<file path="src/rtl/super_pixel_readout_param_pkg.sv">
// Shared packet-field helpers for the super-pixel readout manager:
// width arithmetic, packet pack/unpack and the source-select encoding.
package super_pixel_pkg;

  localparam int PKT_MAX_W = 64;

  typedef enum logic {
    SRC_LOCAL = 1'b0,
    SRC_UP    = 1'b1
  } src_e;

  function automatic int clog2(input int n);
    int r;
    r = 0;
    for (int i = 0; i < 31; i++) begin
      if ((32'sd1 << i) < n) r = i + 1;
    end
    return r;
  endfunction

  function automatic int data_w(input int addr_w, input int pix_w, input int ts_w,
                                input int tot_w, input int ftoa_w);
    return addr_w + pix_w + ts_w + tot_w + ftoa_w;
  endfunction

  // Fields must arrive zero-extended; the caller truncates to its DATA_W.
  function automatic logic [PKT_MAX_W-1:0] pack_pkt(
      input logic [PKT_MAX_W-1:0] addr, input logic [PKT_MAX_W-1:0] pix,
      input logic [PKT_MAX_W-1:0] ts, input logic [PKT_MAX_W-1:0] tot,
      input logic [PKT_MAX_W-1:0] ftoa,
      input int pix_w, input int ts_w, input int tot_w, input int ftoa_w);
    return (addr << (pix_w + ts_w + tot_w + ftoa_w)) |
           (pix  << (ts_w + tot_w + ftoa_w)) |
           (ts   << (tot_w + ftoa_w)) |
           (tot  << ftoa_w) |
           ftoa;
  endfunction

  function automatic logic [PKT_MAX_W-1:0] get_field(input logic [PKT_MAX_W-1:0] pkt,
                                                     input int lsb, input int w);
    return (pkt >> lsb) & ((64'd1 << w) - 64'd1);
  endfunction

endpackage

</file>
<file path="src/rtl/super_pixel_readout_param_if.sv">
// Daisy-chain link: upstream packet input plus downstream packet output of one super pixel.
interface super_pixel_readout_param_if #(parameter int DATA_W = 26);
  logic              last_valid;
  logic [DATA_W-1:0] last_data;
  logic              shake_hands_last;
  logic              arbiter_valid;
  logic [DATA_W-1:0] arbiter_data;
  logic              shake_hands_next;

  modport master (
    input  last_valid, last_data, shake_hands_next,
    output shake_hands_last, arbiter_valid, arbiter_data
  );

  modport slave (
    output last_valid, last_data, shake_hands_next,
    input  shake_hands_last, arbiter_valid, arbiter_data
  );
endinterface

</file>
<file path="src/rtl/super_pixel_readout_param_fifo.sv">
// Single-clock local packet FIFO; pushing into a full FIFO is accepted when a pop frees a slot.
module sp_sync_fifo
  import super_pixel_pkg::*;
#(
  parameter int DATA_W     = 26,
  parameter int FIFO_DEPTH = 4
) (
  input  logic              clk,
  input  logic              rst_n,
  input  logic              push,
  input  logic [DATA_W-1:0] push_data,
  input  logic              pop,
  output logic [DATA_W-1:0] pop_data,
  output logic              full,
  output logic              empty
);
  localparam int AW = clog2(FIFO_DEPTH);

  logic [DATA_W-1:0] mem [FIFO_DEPTH];
  logic [AW:0]       wr_ptr;
  logic [AW:0]       rd_ptr;
  logic              do_push;
  logic              do_pop;

  assign empty    = (wr_ptr == rd_ptr);
  assign full     = (wr_ptr[AW] != rd_ptr[AW]) && (wr_ptr[AW-1:0] == rd_ptr[AW-1:0]);
  assign do_pop   = pop & ~empty;
  assign do_push  = push & (~full | do_pop);
  assign pop_data = mem[rd_ptr[AW-1:0]];

  // Storage and pointer update
  always_ff @(posedge clk or negedge rst_n) begin
    if (!rst_n) begin
      wr_ptr <= '0;
      rd_ptr <= '0;
      for (int i = 0; i < FIFO_DEPTH; i++) mem[i] <= '0;
    end else begin
      if (do_push) begin
        mem[wr_ptr[AW-1:0]] <= push_data;
        wr_ptr <= wr_ptr + (AW+1)'(1);
      end
      if (do_pop) rd_ptr <= rd_ptr + (AW+1)'(1);
    end
  end
endmodule

</file>
<file path="src/rtl/super_pixel_readout_param.sv">
// Super-pixel readout manager: per-pixel hold registers / hit counters, round-robin
// arbitration into a local FIFO, and fair merge with the upstream daisy-chain stream.
module super_pixel_readout_param
  import super_pixel_pkg::*;
#(
  parameter int N_PIX      = 8,
  parameter int TS_W       = 9,
  parameter int TOT_W      = 8,
  parameter int FTOA_W     = 5,
  parameter int ADDR_COL_W = 1,
  parameter int FIFO_DEPTH = 4,
  parameter int DATA_W     = data_w(ADDR_COL_W, clog2(N_PIX), TS_W, TOT_W, FTOA_W)
) (
  input  logic                    clk_40MHz,
  input  logic                    rst_n,
  input  logic                    shutter,
  input  logic                    mode,
  input  logic [TS_W-1:0]         TimeStamp,
  input  logic [N_PIX-1:0]        pixel_mask,
  input  logic [ADDR_COL_W-1:0]   addr_col,
  input  logic [N_PIX-1:0]        hit_done,
  input  logic [N_PIX*TS_W-1:0]   timestamp_hit,
  input  logic [N_PIX*TOT_W-1:0]  ToT_data,
  input  logic [N_PIX*FTOA_W-1:0] FTOA,
  output logic [N_PIX-1:0]        pixel_ack,
  output logic [N_PIX-1:0]        lost_hit,
  output logic                    busy,
  super_pixel_readout_param_if.master link
);
  localparam int PIX_W = clog2(N_PIX);
  localparam logic [TOT_W-1:0] CNT_MAX = {TOT_W{1'b1}};

  logic                shutter_q;
  logic                mode_q;
  logic [N_PIX-1:0]    pending;
  logic [TS_W-1:0]     hold_ts   [N_PIX];
  logic [TOT_W-1:0]    hold_tot  [N_PIX];
  logic [FTOA_W-1:0]   hold_ftoa [N_PIX];
  logic [TOT_W-1:0]    cnt       [N_PIX];
  logic [PIX_W-1:0]    rr_ptr;
  src_e                turn;
  logic                out_valid;
  logic [DATA_W-1:0]   out_data;

  logic                shutter_rise;
  logic                mode_eff;
  logic                count_close;
  logic [N_PIX-1:0]    hit_ok;
  logic [N_PIX-1:0]    arb_clear;
  logic [N_PIX-1:0]    hold_busy;
  logic                arb_found;
  logic [PIX_W-1:0]    arb_idx;
  logic                push;
  logic [DATA_W-1:0]   push_pkt;
  logic                fifo_pop;
  logic [DATA_W-1:0]   fifo_data;
  logic                fifo_full;
  logic                fifo_empty;
  logic                can_load;
  logic                sel_up;
  logic                load_en;

  // A hit arriving on the shutter rising edge already follows the newly requested mode.
  assign shutter_rise = shutter & ~shutter_q;
  assign mode_eff     = shutter_rise ? mode : mode_q;
  assign count_close  = shutter_q & ~shutter & mode_q;
  assign hit_ok       = hit_done & ~pixel_mask & {N_PIX{shutter}};

  // Round-robin search for the first pending pixel at or after rr_ptr
  always_comb begin
    arb_found = 1'b0;
    arb_idx   = rr_ptr;
    for (int k = 0; k < N_PIX; k++) begin
      if (!arb_found && pending[rr_ptr + PIX_W'(k)]) begin
        arb_found = 1'b1;
        arb_idx   = rr_ptr + PIX_W'(k);
      end else begin
        arb_found = arb_found;
      end
    end
  end

  assign push      = arb_found & (~fifo_full | fifo_pop);
  assign arb_clear = push ? (N_PIX'(1) << arb_idx) : '0;
  assign hold_busy = pending & ~arb_clear;
  assign push_pkt  = DATA_W'(pack_pkt(PKT_MAX_W'(addr_col), PKT_MAX_W'(arb_idx),
                                      PKT_MAX_W'(hold_ts[arb_idx]), PKT_MAX_W'(hold_tot[arb_idx]),
                                      PKT_MAX_W'(hold_ftoa[arb_idx]),
                                      PIX_W, TS_W, TOT_W, FTOA_W));

  // Hold registers, hit counters and the ack / lost-hit pulses
  always_ff @(posedge clk_40MHz or negedge rst_n) begin
    if (!rst_n) begin
      pending   <= '0;
      pixel_ack <= '0;
      lost_hit  <= '0;
      for (int i = 0; i < N_PIX; i++) begin
        hold_ts[i]   <= '0;
        hold_tot[i]  <= '0;
        hold_ftoa[i] <= '0;
        cnt[i]       <= '0;
      end
    end else begin
      for (int i = 0; i < N_PIX; i++) begin
        pixel_ack[i] <= 1'b0;
        lost_hit[i]  <= 1'b0;
        if (arb_clear[i]) pending[i] <= 1'b0;
        if (count_close) begin
          cnt[i] <= '0;
          if (cnt[i] != '0) begin
            if (hold_busy[i]) begin
              lost_hit[i] <= 1'b1;
            end else begin
              hold_ts[i]   <= TimeStamp;
              hold_tot[i]  <= cnt[i];
              hold_ftoa[i] <= '0;
              pending[i]   <= 1'b1;
            end
          end
        end else if (hit_ok[i]) begin
          if (mode_eff) begin
            if (cnt[i] != CNT_MAX) cnt[i] <= cnt[i] + TOT_W'(1);
          end else if (hold_busy[i]) begin
            lost_hit[i] <= 1'b1;
          end else begin
            hold_ts[i]   <= timestamp_hit[i*TS_W +: TS_W];
            hold_tot[i]  <= ToT_data[i*TOT_W +: TOT_W];
            hold_ftoa[i] <= FTOA[i*FTOA_W +: FTOA_W];
            pending[i]   <= 1'b1;
            pixel_ack[i] <= 1'b1;
          end
        end
      end
    end
  end

  sp_sync_fifo #(.DATA_W(DATA_W), .FIFO_DEPTH(FIFO_DEPTH)) u_fifo (
    .clk       (clk_40MHz),
    .rst_n     (rst_n),
    .push      (push),
    .push_data (push_pkt),
    .pop       (fifo_pop),
    .pop_data  (fifo_data),
    .full      (fifo_full),
    .empty     (fifo_empty)
  );

  // When both sources are available the toggle decides; otherwise the lone source wins.
  assign can_load = ~out_valid | link.shake_hands_next;
  assign sel_up   = link.last_valid & (fifo_empty | (turn == SRC_UP));
  assign load_en  = can_load & (~fifo_empty | link.last_valid);
  assign fifo_pop = can_load & ~fifo_empty & ~sel_up;

  // Shutter/mode tracking, round-robin pointer and the output register
  always_ff @(posedge clk_40MHz or negedge rst_n) begin
    if (!rst_n) begin
      shutter_q <= 1'b0;
      mode_q    <= 1'b0;
      rr_ptr    <= '0;
      turn      <= SRC_LOCAL;
      out_valid <= 1'b0;
      out_data  <= '0;
    end else begin
      shutter_q <= shutter;
      if (shutter_rise) mode_q <= mode;
      if (push) rr_ptr <= arb_idx + PIX_W'(1);
      if (can_load) begin
        out_valid <= load_en;
        if (sel_up) out_data <= link.last_data;
        else if (!fifo_empty) out_data <= fifo_data;
        if (load_en) turn <= (turn == SRC_UP) ? SRC_LOCAL : SRC_UP;
      end
    end
  end

  assign link.arbiter_valid    = out_valid;
  assign link.arbiter_data     = out_data;
  assign link.shake_hands_last = can_load & sel_up;
  assign busy                  = (|pending) | ~fifo_empty | out_valid;
endmodule
</file>
<file path="src/flat_wrapper.sv">
// flat-port wrapper written by rule: the top's interface ports become plain ports
module super_pixel_readout_param_flat import super_pixel_pkg::*;
#(
  parameter int N_PIX      = 8,
  parameter int TS_W       = 9,
  parameter int TOT_W      = 8,
  parameter int FTOA_W     = 5,
  parameter int ADDR_COL_W = 1,
  parameter int FIFO_DEPTH = 4,
  parameter int DATA_W     = data_w(ADDR_COL_W, clog2(N_PIX), TS_W, TOT_W, FTOA_W)
)
  (clk_40MHz, rst_n, shutter, mode, TimeStamp, pixel_mask, addr_col, hit_done, timestamp_hit, ToT_data, FTOA, pixel_ack, lost_hit, busy, link_last_valid, link_last_data, link_shake_hands_next, link_shake_hands_last, link_arbiter_valid, link_arbiter_data);
  super_pixel_readout_param_if #(.DATA_W(DATA_W)) link_i ();
  input  logic clk_40MHz;
  input  logic rst_n;
  input  logic shutter;
  input  logic mode;
  input  logic [TS_W-1:0] TimeStamp;
  input  logic [N_PIX-1:0] pixel_mask;
  input  logic [ADDR_COL_W-1:0] addr_col;
  input  logic [N_PIX-1:0] hit_done;
  input  logic [N_PIX*TS_W-1:0] timestamp_hit;
  input  logic [N_PIX*TOT_W-1:0] ToT_data;
  input  logic [N_PIX*FTOA_W-1:0] FTOA;
  output logic [N_PIX-1:0] pixel_ack;
  output logic [N_PIX-1:0] lost_hit;
  output logic busy;
  input wire logic [$bits(link_i.last_valid)-1:0] link_last_valid;
  input wire logic [$bits(link_i.last_data)-1:0] link_last_data;
  input wire logic [$bits(link_i.shake_hands_next)-1:0] link_shake_hands_next;
  output wire logic [$bits(link_i.shake_hands_last)-1:0] link_shake_hands_last;
  output wire logic [$bits(link_i.arbiter_valid)-1:0] link_arbiter_valid;
  output wire logic [$bits(link_i.arbiter_data)-1:0] link_arbiter_data;
  assign link_i.last_valid = link_last_valid;
  assign link_i.last_data = link_last_data;
  assign link_i.shake_hands_next = link_shake_hands_next;
  assign link_shake_hands_last = link_i.shake_hands_last;
  assign link_arbiter_valid = link_i.arbiter_valid;
  assign link_arbiter_data = link_i.arbiter_data;
  super_pixel_readout_param #(.N_PIX(N_PIX), .TS_W(TS_W), .TOT_W(TOT_W), .FTOA_W(FTOA_W), .ADDR_COL_W(ADDR_COL_W), .FIFO_DEPTH(FIFO_DEPTH), .DATA_W(DATA_W)) u_core (.clk_40MHz(clk_40MHz), .rst_n(rst_n), .shutter(shutter), .mode(mode), .TimeStamp(TimeStamp), .pixel_mask(pixel_mask), .addr_col(addr_col), .hit_done(hit_done), .timestamp_hit(timestamp_hit), .ToT_data(ToT_data), .FTOA(FTOA), .pixel_ack(pixel_ack), .lost_hit(lost_hit), .busy(busy), .link(link_i));
endmodule
</file>
<file path="config.mk">
export PLATFORM = sky130hd
export DESIGN_NAME = super_pixel_readout_param_flat
export DESIGN_NICKNAME = d
export VERILOG_FILES = /design/src/rtl/super_pixel_readout_param_pkg.sv /design/src/rtl/super_pixel_readout_param_if.sv /design/src/rtl/super_pixel_readout_param_fifo.sv /design/src/rtl/super_pixel_readout_param.sv /design/src/flat_wrapper.sv
export SDC_FILE = /design/constraint.sdc
export NUM_CORES = 1
export LEC_CHECK = 0
export ABC_CLOCK_PERIOD_IN_PS = 11500
export CORE_ASPECT_RATIO = 0.6
export CORE_MARGIN = 1.5
export CORE_UTILIZATION = 50
export DETAILED_ROUTE_END_ITERATION = 16
export PLACE_DENSITY = 0.74
export SLEW_MARGIN = 20
export SYNTH_ARGS = -nofsm -noshare
export SYNTH_HDL_FRONTEND = slang
export SYNTH_SLANG_ARGS = --single-unit
</file>
<file path="constraint.sdc">
create_clock -name clk_40MHz -period 11.5 [get_ports clk_40MHz]
set_clock_uncertainty 0.15 [all_clocks]
set_input_delay 1.725 -clock clk_40MHz [delete_from_list [all_inputs] [get_ports clk_40MHz]]
set_output_delay 1.725 -clock clk_40MHz [all_outputs]
set_load 0.01 [all_outputs]
</file>
==> impl_metrics.json <==
{
  "worstHoldEndpoint": "u_core.u_fifo.mem[83]",
  "min_path_type": "flop to flop",
  "wl_per_cell_um": 21.31,
  "critPathBufInv": 2,
  "clkLatencyLatePin_ns": 0.55,
  "clk_pin_slew_worst_paths_ns": 0.07,
  "status": "finished, final reports clean",
  "holdWs_ns": 0.3281,
  "cts_root_buf": "clkbuf_16",
  "fin_tns_setup_ns": 0,
  "die_x_um": 267.7,
  "worst_r2r_endpoint": "u_core.hold_ts[34]",
  "finalWeightedCongestion": 0.9046,
  "synth_fp_nets": 2343,
  "io_pins": 279,
  "post-synth-top-area-cell": "dfrtp_1",
  "synth_area_leaders": "dfrtp_1, mux2i_1, nand2_1",
  "cts_resized": 0,
  "min_from": "u_core.u_fifo.mem[83]",
  "fmax_mhz": 145.8,
  "portBuffers": 278,
  "clock-sinks": 407,
  "wl_met1_mm": 28.11,
  "fillers": 3273,
  "synth_flop_cell": "dfrtp_1",
  "numPlacedInstances": 2810,
  "layout-drive-gt1-share": 0.07971,
  "cp_top_family": "compound AO/OA/AOI/OAI gates",
  "vias": 16440,
  "start_util": 0.5134,
  "via_per_inst": 5.708,
  "wl_met3_mm": 4.653,
  "r2r-start": "u_core.rr_ptr[0]",
  "grt_antenna_before_repair": 0,
  "core_area_um2": 40940,
  "postCtsSetupBuffers": 0,
  "dr.max_layer_used": "met4",
  "finalCriticalPeriod_ns": 6.857,
  "worstPathRequired_ns": 11.81,
  "fp.dieH_um": 161.8,
  "path_class": "flop to flop",
  "cp-start-kind": "flop",
  "p_per_area_nw_per_um2": 340.4,
  "drt_iter0_drc": 1535,
  "htreeDepth": 2,
  "grt_pass1_wl_mm": 94.95,
  "holdBufCountCts": 0,
  "cp_cell_sequence": "inv_1, ha_1, mux2i_1, mux4_2, a32o_1, and3_1, o311ai_4, buf_4, and2_1, a31o_2, and2_1, mux2i_1",
  "cp_slowest_cell": "o311ai_4",
  "fin_cells": 2881,
  "drv_cap": 0,
  "postPlaceCellArea_um2": 24120,
  "nNetsFinal": 2553,
  "seqCellArea_um2": 10190,
  "cts_tree": "done",
  "crit_cells": 12,
  "p_leak_uw": 0.01165,
  "rrSetupSlack_ns": 4.64,
  "synth_mux_area_frac": 0.2047,
  "grt_pass1_vias": 16340,
  "setup-violations-final": 0,
  "synth-compound-area-share": 0.09536,
  "clockBufferDepth": 3,
  "synth_top_area_share": 0.4846,
  "fin_area_um2": 25580,
  "synth_seq_cells": 407,
  "crit_arrival_ns": 7.16,
  "slew_violations": 0,
  "synth_top_family_by_area": "multiplexers",
  "diodes": 0,
  "synth.distinct_cells": 63,
  "multi_input_area_um2": 9814,
  "async_reset_ff_frac": 1.000,
  "yosys.area_share.simple": 0.1251,
  "cts_buffers": 40,
  "max_slew_margin": 0.2372,
  "grt_max_degree": 184,
  "yosys.area_share.xor_xnor": 0.02458,
  "drc": 0,
  "ys_seq_area_frac": 0.4846,
  "crit_path_end_kind": "flop",
  "syn_inst": 2085,
  "slowest_delay_ns": 0.92,
  "row_count": 57,
  "grtUsageTotal": 0.2854,
  "synth_edf_count": 0,
  "yosysWarnings": 0,
  "critical_path.max_fanout": 28,
  "first_pass_iters": 6,
  "min_path_cells": 2,
  "dpl.hpwl_mm": 44.08,
  "hold_viol": 0,
  "synth-adder-area-share": 0.01429,
  "worst-r2r-cell-count": 12,
  "grt_setup_unrepaired": "false",
  "synth.most_common_cell": "dfrtp_1",
  "ant_nets": 0,
  "layout_worst_path_cycle_share": 0.5963,
  "die_area_um2": 43320,
  "synth_commonest_cells": "dfrtp_1, nand2_1, mux2i_1",
  "syn_avg_cell_area_um2": 10.08,
  "wl_met2_mm": 26.78,
  "syn_area_um2": 21020,
  "worst_pin_slew_ns": 1.142,
  "ir_drop_uv": 276.8,
  "area_growth_pct": 21.71,
  "wl_mm": 61.39,
  "grt.overflow.total": 0
}
==> cells in the final DEF (no fill, tap or decap), types with 18 or more instances in the layout <==
cell type / count
inv_1: 125
and2_1: 18
and3_1: 19
mux4_2: 36
nand3_1: 24
nor2_1: 92
mux2i_1: 290
clkbuf_16: 41
xor2_1: 45
a21oi_1: 109
ha_1: 24
o21ai_0: 156
buf_4: 18
mux2_2: 38
clkdlybuf4s50_1: 277
dfrtp_1: 406
a31oi_1: 26
nand2_1: 381
==> flip-flops by register name, indices dropped and copies added (netlist names) <==
register	flops
u_core.link.arbiter_valid	1
u_core.pending	8
u_core.mode_q	1
u_core.rr_ptr	3
u_core.lost_hit	8
u_core.u_fifo.mem	104
u_core.u_fifo.wr_ptr	3
u_core.hold_ftoa	40
u_core.hold_ts	72
u_core.u_fifo.rd_ptr	3
u_core.shutter_q	1
u_core.hold_tot	64
u_core.turn	1
u_core.link.arbiter_data	26
u_core.pixel_ack	8
u_core.cnt	64
==> per-stage QoR <==
step | worst slack, ns | total power (µW) | utilization
after floorplan | 6.683 | 5698 | -
after global placement | 4.863 | 7067 | 0.5892
after detailed placement | 4.772 | 7209 | 0.5892
after CTS | 4.713 | 8642 | 0.6229
after global routing | 4.177 | 9208 | 0.6249
final | 4.643 | 8707 | 0.6249
==> tightest hold or removal path, delay by kind of cell, from the launching register on <==
family	cells	cell delay (ns)
AOI/OAI and AO/OA	1	0.06
and+or+nand+nor	1	0.04
DFF	1	0.34
==> worst max path at each step <==
stage	endpoint	slack, ns	start
final	u_core.hold_ts[34]	4.64	u_core.rr_ptr[0]
after global routing	u_core.hold_ftoa[17]	4.18	u_core.rr_ptr[0]
after CTS	u_core.hold_ts[28]	4.71	u_core.rr_ptr[0]
after detailed placement	u_core.hold_ts[28]	4.77	u_core.rr_ptr[0]
after global placement	u_core.hold_ts[35]	4.86	u_core.rr_ptr[0]
after floorplan	u_core.hold_tot[6]	6.68	u_core.rr_ptr[1]
==> final cells by class <==
class                   count  share of cell area
flip-flops and latches    407              0.3982
multi-input cells        1417              0.3836
repair buffers            300              0.1180
clock buffers              56             0.04505
well taps                 560             0.02739
inverters                 129             0.01893
clock inverters            12            0.008853
==> report_power, final <==
group	internal, µW	switching, µW
combinational	1910	2870
sequential	2060	466
clock	835	567
==> logic make-up after synthesis <==
| family | Yosys count |
|---|---|
| buf+inv | 261 |
| compound gates | 347 |
| simple gates | 609 |
| xor+xnor | 59 |
| mux | 378 |
| fa+ha+maj | 24 |
| flops | 407 |
==> routing by layer <==
| layer | up-vias | GRT usage |
|---|---|---|
| li1 | 7544 | - |
| met5 | - | 0 |
| met2 | 603 | 0.4223 |
| met4 | 0 | 0.08885 |
| met1 | 8202 | 0.4199 |
| met3 | 95 | 0.06140 |
Power figures use the tool's default switching activity.
